## src/rtl/axi_dma_lite_seq.sv

```systemverilog
// AXI-Lite master sequencer that programs one AXI DMA channel in simple mode,
// waits for completion (interrupt or DMASR polling), then clears the IOC status.
module axi_dma_lite_seq #(
  parameter int          ADDR_W    = 10,
  parameter logic [7:0]  CH_BASE   = 8'h00,
  parameter bit          USE_MSB   = 1'b1,
  parameter bit          POLL_MODE = 1'b0,
  parameter int          LEN_W     = 26,
  parameter logic [23:0] TIMEOUT   = 24'hFF_FFFF
) (
  input  logic              clk,
  input  logic              rst,
  input  logic              start,
  input  logic [31:0]       addr_data,
  input  logic [31:0]       msb_data,
  input  logic [31:0]       length_data,
  input  logic              dma_introut,
  output logic              busy,
  output logic              done,
  output logic              err,
  output logic [2:0]        err_code,
  output logic [3:0]        dbg_state,
  output logic [ADDR_W-1:0] m_axi_lite_awaddr,
  output logic              m_axi_lite_awvalid,
  input  logic              m_axi_lite_awready,
  output logic [31:0]       m_axi_lite_wdata,
  output logic              m_axi_lite_wvalid,
  input  logic              m_axi_lite_wready,
  input  logic [1:0]        m_axi_lite_bresp,
  input  logic              m_axi_lite_bvalid,
  output logic              m_axi_lite_bready,
  output logic [ADDR_W-1:0] m_axi_lite_araddr,
  output logic              m_axi_lite_arvalid,
  input  logic              m_axi_lite_arready,
  input  logic [31:0]       m_axi_lite_rdata,
  input  logic [1:0]        m_axi_lite_rresp,
  input  logic              m_axi_lite_rvalid,
  output logic              m_axi_lite_rready
);

  typedef enum logic [3:0] {
    IDLE     = 4'd0,
    WR_DMACR = 4'd1,
    WR_ADDR  = 4'd2,
    WR_MSB   = 4'd3,
    WR_LEN   = 4'd4,
    WAIT     = 4'd5,
    RD_SR    = 4'd6,
    WR_SR    = 4'd7,
    FIN      = 4'd8
  } state_t;

  localparam logic [31:0] LEN_MASK = (LEN_W >= 32) ? 32'hFFFF_FFFF : ((32'd1 << LEN_W) - 32'd1);
  localparam logic [31:0] SR_DONE_MASK = 32'h0000_1002;  // IOC_Irq | Idle

  state_t      state, state_nxt;
  logic [2:0]  err_code_nxt;
  logic [31:0] addr_q, msb_q, len_q;
  logic        aw_done, w_done, ar_done, rd_gap;
  logic [23:0] tmo_cnt;
  logic        tmo_hit;
  logic        wr_st;
  logic [7:0]  reg_off;
  logic [31:0] wr_data;
  logic        b_fire, r_fire, sr_done;

  // Handshake: a transfer happens on a clock where valid && ready are both high.
  // Each valid is raised on state entry, held with stable payload until its ready
  // is sampled, then dropped; bready/rready stay high for the whole access state.
  always_comb begin
    wr_st   = 1'b1;
    reg_off = 8'h00;
    wr_data = 32'h0;
    case (state)
      WR_DMACR: begin reg_off = 8'h00; wr_data = 32'h0000_1001; end
      WR_ADDR:  begin reg_off = 8'h18; wr_data = addr_q;        end
      WR_MSB:   begin reg_off = 8'h1C; wr_data = msb_q;         end
      WR_LEN:   begin reg_off = 8'h28; wr_data = len_q;         end
      WR_SR:    begin reg_off = 8'h04; wr_data = 32'h0000_1000; end
      default:  wr_st = 1'b0;
    endcase
  end

  assign m_axi_lite_awaddr  = wr_st ? (ADDR_W'(CH_BASE) + ADDR_W'(reg_off)) : '0;
  assign m_axi_lite_wdata   = wr_data;
  assign m_axi_lite_awvalid = wr_st && !aw_done;
  assign m_axi_lite_wvalid  = wr_st && !w_done;
  assign m_axi_lite_bready  = wr_st;
  assign m_axi_lite_araddr  = (state == RD_SR) ? (ADDR_W'(CH_BASE) + ADDR_W'(8'h04)) : '0;
  assign m_axi_lite_arvalid = (state == RD_SR) && !ar_done && !rd_gap;
  assign m_axi_lite_rready  = (state == RD_SR);

  assign busy      = (state != IDLE) && (state != FIN);
  assign done      = (state == FIN);
  assign err       = (state == FIN) && (err_code != 3'd0);
  assign dbg_state = state;

  assign b_fire  = m_axi_lite_bvalid && m_axi_lite_bready;
  assign r_fire  = m_axi_lite_rvalid && m_axi_lite_rready;
  assign sr_done = |(m_axi_lite_rdata & SR_DONE_MASK);
  assign tmo_hit = (TIMEOUT != 24'd0) && (tmo_cnt >= (TIMEOUT - 24'd1));

  always_comb begin
    state_nxt    = state;
    err_code_nxt = err_code;
    case (state)
      IDLE: begin
        if (start) begin
          if ((length_data & LEN_MASK) == 32'h0) begin
            state_nxt    = FIN;
            err_code_nxt = 3'd4;
          end else begin
            state_nxt    = WR_DMACR;
            err_code_nxt = 3'd0;
          end
        end
      end
      WR_DMACR, WR_ADDR, WR_MSB, WR_LEN, WR_SR: begin
        if (b_fire) begin
          if (m_axi_lite_bresp != 2'b00) begin
            state_nxt    = FIN;
            err_code_nxt = 3'd1;
          end else begin
            case (state)
              WR_DMACR: state_nxt = WR_ADDR;
              WR_ADDR:  state_nxt = USE_MSB ? WR_MSB : WR_LEN;
              WR_MSB:   state_nxt = WR_LEN;
              WR_LEN:   state_nxt = WAIT;
              default:  state_nxt = FIN;
            endcase
          end
        end
      end
      WAIT: begin
        if (POLL_MODE) begin
          state_nxt = RD_SR;
        end else if (dma_introut) begin
          state_nxt = WR_SR;
        end else if (tmo_hit) begin
          state_nxt    = FIN;
          err_code_nxt = 3'd3;
        end
      end
      RD_SR: begin
        // A timeout never abandons an issued read; it is only honoured
        // once the response is back or between polls.
        if (r_fire) begin
          if (m_axi_lite_rresp != 2'b00) begin
            state_nxt    = FIN;
            err_code_nxt = 3'd2;
          end else if (sr_done) begin
            state_nxt = WR_SR;
          end else if (tmo_hit) begin
            state_nxt    = FIN;
            err_code_nxt = 3'd3;
          end
        end else if (rd_gap && tmo_hit) begin
          state_nxt    = FIN;
          err_code_nxt = 3'd3;
        end
      end
      FIN:     state_nxt = IDLE;
      default: state_nxt = IDLE;
    endcase
  end

  always_ff @(posedge clk) begin
    if (!rst) begin
      state    <= IDLE;
      err_code <= 3'd0;
      addr_q   <= 32'h0;
      msb_q    <= 32'h0;
      len_q    <= 32'h0;
      aw_done  <= 1'b0;
      w_done   <= 1'b0;
      ar_done  <= 1'b0;
      rd_gap   <= 1'b0;
      tmo_cnt  <= 24'd0;
    end else begin
      state    <= state_nxt;
      err_code <= err_code_nxt;
      if (state == IDLE && start) begin
        addr_q <= addr_data;
        msb_q  <= msb_data;
        len_q  <= length_data & LEN_MASK;
      end
      if (state_nxt != state) begin
        aw_done <= 1'b0;
        w_done  <= 1'b0;
        ar_done <= 1'b0;
        rd_gap  <= 1'b0;
      end else begin
        if (m_axi_lite_awvalid && m_axi_lite_awready) aw_done <= 1'b1;
        if (m_axi_lite_wvalid && m_axi_lite_wready)   w_done  <= 1'b1;
        if (m_axi_lite_arvalid && m_axi_lite_arready) ar_done <= 1'b1;
        // Status not yet complete: idle one cycle, then issue the next poll.
        if (state == RD_SR && r_fire) begin
          ar_done <= 1'b0;
          rd_gap  <= 1'b1;
        end else if (rd_gap) begin
          rd_gap <= 1'b0;
        end
      end
      if (state == WAIT || state == RD_SR) begin
        if (tmo_cnt != 24'hFF_FFFF) tmo_cnt <= tmo_cnt + 24'd1;
      end else begin
        tmo_cnt <= 24'd0;
      end
    end
  end

endmodule
```

## config.mk

```make
export PLATFORM = sky130hd
export DESIGN_NAME = axi_dma_lite_seq
export DESIGN_NICKNAME = d
export VERILOG_FILES = /design/src/rtl/axi_dma_lite_seq.sv
export SDC_FILE = /design/constraint.sdc
export NUM_CORES = 1
export LEC_CHECK = 0
export ABC_AREA = 1
export CAP_MARGIN = 40
export CORE_UTILIZATION = 45
export DETAILED_ROUTE_END_ITERATION = 12
export GPL_ROUTABILITY_DRIVEN = 0
export PLACE_DENSITY = 0.85
export SLEW_MARGIN = 25
export SYNTH_ARGS = -nofsm -noshare
export SYNTH_HDL_FRONTEND = slang
export SYNTH_SLANG_ARGS = --single-unit
```

## constraint.sdc

```tcl
create_clock -name clk -period 2.3 [get_ports clk]
set_clock_uncertainty 0.15 [all_clocks]
set_input_delay 0.345 -clock clk [delete_from_list [all_inputs] [get_ports clk]]
set_output_delay 0.345 -clock clk [all_outputs]
set_load 0.02 [all_outputs]
```

Word level (Yosys, flattened, before mapping)
Cells that the tools add are included.
{"block": "word_totals", "regBits": 125, "wordCells": 91}
{"block": "op_classes", "add_sub_neg": 1, "magnitude_cmp": 1, "eq_ne": 17, "n_mux": 29, "bitwise": 1, "n_reduce_logical": 32}
{"operator": "$pmux W32 S5", "count": 1}
{"operator": "$mux W4", "count": 10}
{"operator": "$mux W3", "count": 11}
{"operator": "$logic_not A32 Y1", "count": 1}
{"operator": "$pmux W4 S4", "count": 2}
{"operator": "$add A24 B1 Y24 const B", "count": 1}
{"operator": "$ge A24 B24 Y1 const B", "count": 1}
{"operator": "$ne A24 B24 Y1 const B", "count": 1}
{"operator": "$pmux W6 S4", "count": 1}
{"operator": "$eq A4 B3 Y1 const B", "count": 4}
{"operator": "$logic_and A1 B1 Y1", "count": 14}
{"operator": "$pmux W3 S4", "count": 1}
{"operator": "$eq A4 B2 Y1 const B", "count": 2}
{"operator": "$mux W8", "count": 1}
{"operator": "$reduce_bool A4 Y1", "count": 2}
{"operator": "$reduce_and A7 Y1", "count": 1}
{"operator": "$reduce_or A5 Y1", "count": 1}
{"operator": "$eq A4 B1 Y1 const B", "count": 1}
{"operator": "$eq A4 B4 Y1 const B", "count": 1}
{"operator": "$logic_not A1 Y1", "count": 4}
{"operator": "$logic_not A4 Y1", "count": 1}
{"operator": "$ne A2 B1 Y1 const B", "count": 2}
{"operator": "$ne A2 B2 Y1 const B", "count": 2}
{"operator": "$ne A4 B3 Y1 const B", "count": 1}
{"operator": "other kinds (11)", "count": 14}

Longest topological paths before layout
Gate-level depths: netlist of run 1.
{"block": "logic_depth", "ltp_word": 8, "depth_mapped": 15}

Least setup slack after synthesis of run 1
No wires, ideal clock.
{"block": "synth_path", "path_type": "reg-to-output", "start": "register state[0], in the netlist dbg_state[0]", "end": "output m_axi_lite_wdata[0]", "t_arrival_ns": 1.890, "setup_slack_ns": -0.085, "stages_incl_launch_ff": 9, "n_path_buf": 2, "cell_sequence": "dfxtp_1 -> buf_4 -> nand2_1 -> nor2_1 -> nand2_2 -> inv_2 -> clkbuf_1 -> nand2_1 -> o2111ai_1"}
{"block": "synth_between", "elab_chain_len": 2}
{"item": "start, declared", "line": "56", "rtl": "state_t state, state_nxt;"}
{"item": "start signal, assigned", "line": "180", "rtl": "state <= state_nxt;"}
{"item": "$eq A4 B3 Y1 (tied with other cells)", "line": "74", "rtl": "case (state)"}
{"item": "$pmux W32 S5 (*)", "line": "74"}
{"item": "end, declared", "line": "26", "rtl": "output logic [31:0] m_axi_lite_wdata,"}
Mark *: on every way between the ends. The rest lies on a longest branch, timed or not.

Worst setup path in the final report of run 1
{"block": "layout_path", "start": "register state[1], in the netlist dbg_state[1]", "end": "output m_axi_lite_wdata[13]"}
Same word-level chain as after synthesis.

==> results.txt, run 1 <==
- The run finished with clean final reports.
- Number of register bits inferred by synthesis: roughly 130
- The worst-case IR drop observed on VDD is approximately 0.43 mV.
- Part of the Yosys area used for sequential elements: 42.5%
* I/O pin cnt: roughly 210
* Leakage Power: between 0.003 and 0.004 uW
- Post-detailed-route DRC marker count: 0
* Y dimension of the die: ~120 microns
* Dominant cells by area after synthesis: sky130_fd_sc_hd__dfxtp_1, sky130_fd_sc_hd__nand2_1, sky130_fd_sc_hd__a21oi_1
- Crit Path Class: reg -> out
* Final HPWL DP: around 12,000 microns
- Top-count cell post-synth: sky130_fd_sc_hd__nand2_1
- The routed design has 16,700 microns of wire.
- Post-synthesis to final-layout area growth: 39.6%
- Antenna violations before repair: 0
* Worst min path class: in -> reg
* First-pass GRT wire length: around 26,000 microns
- Critical Path Source: dbg_state[1]
- Antenna diodes: 0
- Warnings, synthesis: 0
- Starting density of the core: 46.5%
* Fin crit period: approximately 2.2 ns
- Of the cells placed in the final design, the portion with a size suffix greater than 1 is between 10% and 20%.
- Kind of cell adding the most delay to the critical path: buffers and inverters
- The worst hold path passes through 3 cells.
- The first TritonRoute pass finished after 4 iterations.
* Hold wc startpoint: rst
- Gate count after technology mapping: approximately 840
* Critical path, cell by cell: buf_4, nor2_2, nand2_1, buf_12, o221ai_1, buf_2
- Max-cap violations in this run came to 0.
* Cell with the largest stage delay on the worst path: sky130_fd_sc_hd__dfxtp_2
- At the later pin of the worst-skew pair, clock insertion delay measures 0.41 ns.
* Synth Cell Area: 5890 sq um
- Summing all placed instances gives a cell area of 7770 sq um.
- The startpoint identified for the worst register-to-register timing path is dbg_state[0].
* Row count: approximately 40
- Area of the die: roughly 14,000 sq um
- Once layout is complete, the utilization of the core stands at around 65%.
- Global routing usage summed across all routing layers: 24.9%
- Cts hold-fix bufs: 0
* Achievable clock frequency: between 400 and 500 MHz
- Buf/Inv on CP: 3
* Synth top cells by count: sky130_fd_sc_hd__nand2_1, sky130_fd_sc_hd__dfxtp_1, sky130_fd_sc_hd__inv_1, sky130_fd_sc_hd__a21oi_1, sky130_fd_sc_hd__o21ai_0
* Area share of the leading cell type in the synthesized netlist: a little over two fifths
- Counting flops with a built-in enable in the synthesized netlist gives 0.
- R2r worst-path depth: 15
- Once detail routing completed, the nets flagged for antenna violations numbered 0.
- Via count of the first global-routing pass: between 5,000 and 6,000
- After synthesis, the netlist uses 39 different library cells.
* CTS H-tree lvls: 4
- Worst Path Required: ~1.8 ns
- Dividing the synthesized area by the synthesized cell count gives between 7 and 8 sq um.
- For this run the aggregate overflow at the end of global routing stands at 0.
* Final hold slack: between 0.15 and 0.2 ns
- Number of pins with negative max-slew slack in the final report: 0
- Worst Max-Slew Pin Slew: 0.560 ns
- CP Launch Type: flop
- Among all flip-flop cells after synthesis, the most frequent one is sky130_fd_sc_hd__dfxtp_1.
* Average wire per cell in the routed design: about 14 microns
* Delay contributed by the slowest stage of the critical path: 0.34 ns
* Total power consumption of the routed design: about 5600 uW
- Number of clock sinks: around 130
- After the last flow step, the layout net total stands at 1,150.
- Placeable Area: about 13,000 sq um
* RSZ-0062 raised after global routing: yes
- Clock tree synthesis selected as its root buffer the cell sky130_fd_sc_hd__clkbuf_16.
- Setup violations remaining at the end of the flow were counted as 0.
- The worst setup path is captured at an output pin.
- Cell depth of the worst setup path: 6
- Total count of hold-check failures in the final report: 0
- Pin count of the biggest net entering global routing: 152
* DRC marker count from the first detailed-route iteration: 465
- Worst-path maximum fanout: 23
- The die is ~120 microns wide.
- Tightest slew margin relative to the limit: 62.6%
- Power spread over the standard cell area amounts to between 600 and 700 nW/um^2.
* Crit path setup slack, layout: 0.0654 ns
* Via-per-instance ratio: just over 5
* Post-Layout Inst Area: roughly 8000 sq um
- Final worst path period share: a little over nine tenths
- In this run, CTS created clock tree buffers numbering 17.
* TritonCTS clock tree: yes
* Clock transition time at the flip-flop clock pins of the worst setup and hold paths: 0.05 ns
- Overall via count from detail_route: 5,990
- STA puts the critical path data arrival time at approximately 1.7 ns.
- Share of flip-flops with an asynchronous set or reset after synthesis: 0%
* Most area-hungry cell type in the Yosys netlist: sky130_fd_sc_hd__dfxtp_1
* Count of buffers from port buffering: roughly 160
- Clock Path Buffers: 2
- Worst Setup Slack post-DPL: -0.0180 ns
==> final cells by class <==
| class | instances | area (sq um) |
|---|---|---|
| tap | 172 | 215 |
| inverter | 133 | 504 |
| clock inverter | 8 | 119 |
| multi-input combinational | 541 | 2690 |
| clock buffer | 22 | 444 |
| fill | 1134 | 4450 |
| sequential | 125 | 2510 |
| timing repair buffer | 189 | 1740 |
==> sequential cells by signal (all words and copies together) (netlist names) <==
signal     cells
rd_gap         1
msb_q         32
addr_q        32
aw_done        1
ar_done        1
w_done         1
tmo_cnt       24
dbg_state      4
err_code       3
len_q         26
==> placed cells by master (no fill, tap or decap), types with 6 or more instances in the layout <==
cell,netlist,final
sky130_fd_sc_hd__nand2_1,163,163
sky130_fd_sc_hd__inv_1,123,123
sky130_fd_sc_hd__dfxtp_1,125,121
sky130_fd_sc_hd__clkdlybuf4s50_1,0,111
sky130_fd_sc_hd__a21oi_1,110,110
sky130_fd_sc_hd__o21ai_0,78,78
sky130_fd_sc_hd__nor2_1,51,49
sky130_fd_sc_hd__buf_4,17,40
sky130_fd_sc_hd__o221ai_1,25,25
sky130_fd_sc_hd__nand3_1,25,25
sky130_fd_sc_hd__clkbuf_16,0,18
sky130_fd_sc_hd__conb_1,1,15
sky130_fd_sc_hd__buf_2,3,15
sky130_fd_sc_hd__nor2_2,10,11
sky130_fd_sc_hd__nor3_1,8,8
sky130_fd_sc_hd__inv_2,9,8
sky130_fd_sc_hd__clkbuf_2,0,8
sky130_fd_sc_hd__dlygate4sd2_1,0,7
sky130_fd_sc_hd__o22ai_1,6,6
sky130_fd_sc_hd__nand4_1,6,6
sky130_fd_sc_hd__buf_12,0,6
==> what timing repair did <==
| item | CTS | global route |
|---|---|---|
| setup endpoints to repair | 44 | 32 |
| gates cloned | 0 | 1 |
| gates resized for setup | 160 | 33 |
| buffers inserted | 0 | 0 |
==> per-stage QoR <==
step | TNS [ns] | instances
2_1_floorplan | 0 | 853
3_5_place_dp | -0.0254 | 1159
6_report | 0 | 1190
3_3_place_gp | -0.0260 | 1159
4_1_cts | 0 | 1189
5_1_grt | -0.0495 | 1190
==> per-layer routing <==
metal | global-route usage [%] | vias to the layer above | wire length, microns
met5 | 0 | - | 0
met4 | 11.6 | 0 | 440
li1 | - | 3044 | -
met2 | 40.2 | 198 | 7990
met1 | 31.8 | 2710 | 7410
met3 | 5.24 | 38 | 830
==> cells by family after synthesis <==
group                      share of synthesized area [%]
buffers and inverters                               13.1
adders and majority gates                          0.425
AOI/OAI and AO/OA                                   22.2
xor gates and xnor gates                            1.19
DFF                                                 42.5
other                                             0.0637
and+or+nand+nor                                     20.6
==> path summary, 6_finish.rpt <==
path / end / slack (ns)
setup / recovery: m_axi_lite_wdata[13] / 0.07
hold / removal: dbg_state[2] / 0.18
setup reg to reg: aw_done / 0.14
hold reg to reg: addr_q[24] / 0.30
==> worst reg2reg max path, cell delays in order, from the launching register on <==
cell and delay, ns:
sky130_fd_sc_hd__dfxtp_2 0.36, sky130_fd_sc_hd__buf_4 0.15, sky130_fd_sc_hd__nor2_2 0.04, sky130_fd_sc_hd__buf_4 0.15, sky130_fd_sc_hd__inv_2 0.06, sky130_fd_sc_hd__nor2_4 0.04
sky130_fd_sc_hd__nor2_2 0.14, sky130_fd_sc_hd__nand2_4 0.08, sky130_fd_sc_hd__buf_4 0.16, sky130_fd_sc_hd__nand3_1 0.06, sky130_fd_sc_hd__nand3_1 0.10, sky130_fd_sc_hd__or2_1 0.24
sky130_fd_sc_hd__nor2_1 0.12, sky130_fd_sc_hd__nor2_2 0.06, sky130_fd_sc_hd__nand2_2 0.09, sky130_fd_sc_hd__nor2_1 0.05
==> where the power goes <==
| part | leakage [uW] | switching [uW] | internal, uW | total (uW) |
|---|---|---|---|---|
| registers | 0.00103 | 46.5 | 2310 | 2350 |
| logic | 0.00222 | 369 | 306 | 675 |
| clock network | 0.000278 | 911 | 1680 | 2590 |
| total | 0.00353 | 1330 | 4300 | 5620 |
Power figures use the tool's default switching activity.
==> inputs of run 2 (changes only) <==
Settings changed: SKIP_CTS_REPAIR_TIMING set to 1.
==> results.txt, run 2 (same netlist as run 1, synthesis figures left out) <==
- Antenna violations before repair: 0 (unchanged)
* Share of cells above drive strength 1: 12.8% (-0.60 points)
- Worst Path Required: 1.80 ns (about the same)
* Worst flop-to-flop path endpoint: aw_done
- Number of pins with negative max-slew slack in the final report: 0 (unchanged)
* CP Launch Type: flop
* DRC marker count from the first detailed-route iteration: 454 (-2.4%)
- Crit path setup slack, layout: 0.0724 ns (+0.00703 ns)
* Tightest slew margin relative to the limit: 61.9% (-0.77 points)
- Clock latency on the worst-skew pair: 0.41 ns (about the same)
- The post-layout net count is 1,151 (+0.087%).
- TritonCTS built the clock tree.
* CTS H-tree lvls: 4 (unchanged)
- The number of ports placed on the die boundary is 208 (unchanged).
- Placed cell area: 7770 sq um (unchanged)
- The row count is 41 (unchanged).
- The path with the worst hold slack has its endpoint at dbg_state[2].
* Reg area: 2510 sq um (unchanged)
- Final worst path period share: 96.9% (-0.31 points)
- The count of vias placed by the detailed router came to 5,962 (-0.47%).
* R2r worst-path depth: 14 (-1)
- Arrival time reported for the critical path endpoint: 1.73 ns (about the same)
- Number of maximum-capacitance violations: 0 (unchanged)
- The via count of the first global-routing pass was 5,408 (-0.20%).
- The maximum root-to-sink buffer count came to 2 (unchanged).
* Count of buffers from port buffering: 156 (unchanged)
* Die Width: 116 microns (unchanged)
- Register-to-register path setup slack: 0.16 ns (+0.02 ns)
- First-pass GRT wire length: 25,900 microns (-0.45%)
- The die area is 13,500 sq um (unchanged).
- The post-layout instance area is 8300 sq um (+0.97%).
- Worst-path maximum fanout: 23 (unchanged)
* Critical Path End Type: output pin
- The DRC violation count after routing was 0 (unchanged).
- Pwr Density: 677 nW/um^2 (-1.0%)
- Crit Path Class: reg -> out
- Achievable clock frequency: 449 MHz (+0.32%)
- Y dimension of the die: 116 microns (unchanged)
* Most frequent cells in the layout: sky130_fd_sc_hd__nand2_1, sky130_fd_sc_hd__inv_1, sky130_fd_sc_hd__dfxtp_1
- The clock slew at the register clock pins of the worst setup and hold paths was 0.05 ns (about the same).
- The run finished with clean final reports.
* Total wire length after detailed routing: 16,500 microns (-0.91%)
- The initial cell density of the core is 46.5% (unchanged).
* Number of failing setup endpoints in the final timing report: 0 (unchanged)
* CTS Buf Count: 17 (unchanged)
- TNS Setup: 0 ns (unchanged)
- Setup repair after global routing could not meet its margin everywhere.
- Leading cell type in the layout, fill and taps excluded: sky130_fd_sc_hd__nand2_1
* Pin count of the biggest net entering global routing: 152 (unchanged)
* Fin crit period: 2.23 ns (-0.00703 ns)
* Antenna diodes: 0 (unchanged)
- The global-route usage over all layers came to 24.8% (-0.10 points).
* Worst hold stages: 3 (unchanged)
- Gr ovfl total: 0 (unchanged)
- The startpoint identified for the worst hold timing path is rst.
- Library cell used as clock root buffer: sky130_fd_sc_hd__clkbuf_16
- The worst-case vdd ir drop is 0.427 mV (-0.17%).
* Reg-to-Reg Start: dbg_state[3]
- The area used by multi-input combinational logic is 2690 sq um (+0.19%).
* Number of nets still failing antenna checks after routing: 0 (unchanged)
- The largest registers in the layout are addr_q x32, msb_q x32, len_q x26.
* Final HPWL DP: 11,500 microns (unchanged)
- The total of fill cells in the finished design was 1,114 (-1.8%).
* Number of clock sinks: 125 (unchanged)
- The detailed-routing iteration count for the pre-antenna-repair pass is 7 (+3).
- Placeable Area: 12,700 sq um (unchanged)
* Worst min path class: in -> reg
* Leakage Power: 0.00380 uW (+7.7%)
- Via-per-instance ratio: 5.01 (-0.55%)
- The transition time at the pin with the least slew margin was 0.572 ns (+0.0116 ns).
- The area growth from synthesis to layout is 40.9%.
* Worst Setup Slack post-DPL: -0.0180 ns (unchanged)
* Total count of hold-check failures in the final report: 0 (unchanged)
- The total chip power was 5620 uW (about the same).
- Critical Path Source: dbg_state[1]
* Average wire per cell in the routed design: 13.9 microns (-0.99%)
==> run 2: cell types whose count changed in the layout (fill, tap and decap cells not counted), sizes merged <==
| cell | previous run | this run |
|---|---|---|
| clkdlybuf4s15 | 1 | 0 |
| buf | 61 | 48 |
| clkbuf | 31 | 36 |
| dlygate4sd2 | 7 | 0 |
| dlymetal6s2s | 0 | 18 |
| clkdlybuf4s50 | 111 | 110 |
==> run 2: how the worst max path moves through the flow <==
stage	slack [ns]	depth (start not counted)	endpoint
detailed placement	-0.02	8	m_axi_lite_wdata[23]
floorplan	0.05	8	m_axi_lite_wdata[0]
CTS	-0.46	8	m_axi_lite_wdata[23]
global route	-0.02	10	m_axi_lite_awvalid
global placement	-0.01	8	m_axi_lite_wdata[5]
finish	0.07	6	m_axi_lite_wdata[13]
==> run 2: area by class of cell <==
cell class                 instances  share of cell area [%]
multi-input combinational        541                    32.4
inverter                         133                    6.07
sequential                       125                    30.2
tap                              172                    2.59
timing repair buffer             190                    21.9
clock buffer                      22                    5.35
clock inverter                     8                    1.43
==> run 2: worst max-delay path: stages, from the launching register on <==
cell and delay (ns):
sky130_fd_sc_hd__dfxtp_2 0.34, sky130_fd_sc_hd__buf_4 0.14, sky130_fd_sc_hd__nor2_2 0.15, sky130_fd_sc_hd__nand2_2 0.11
sky130_fd_sc_hd__buf_12 0.17, sky130_fd_sc_hd__o221ai_1 0.20, sky130_fd_sc_hd__buf_2 0.21
==> run 2: layer usage <==
| metal | GRT usage (%) | routed length [microns] | up-vias |
|---|---|---|---|
| met1 | 31.7 | 7370 | 2683 |
| met3 | 5.19 | 837 | 38 |
| li1 | - | - | 3039 |
| met5 | 0 | 0 | - |
| met2 | 39.9 | 7880 | 202 |
| met4 | 11.6 | 429 | 0 |
==> run 2: metrics by stage <==
stage / util (%) / cells / hold slack, ns
floorplan: - / 853 / 0.279
global placement: 61.3 / 1159 / 0.286
detailed placement: 61.3 / 1159 / 0.293
CTS: 65.8 / 1189 / 0.159
global route: 65.5 / 1191 / 0.176
finish: 65.5 / 1191 / 0.174
==> run 2: where the power goes <==
group / switching [uW] / internal (uW) / leakage, uW
clock: 904 / 1680 / 0.000278
combinational: 369 / 310 / 0.00249
sequential: 46.8 / 2310 / 0.00103
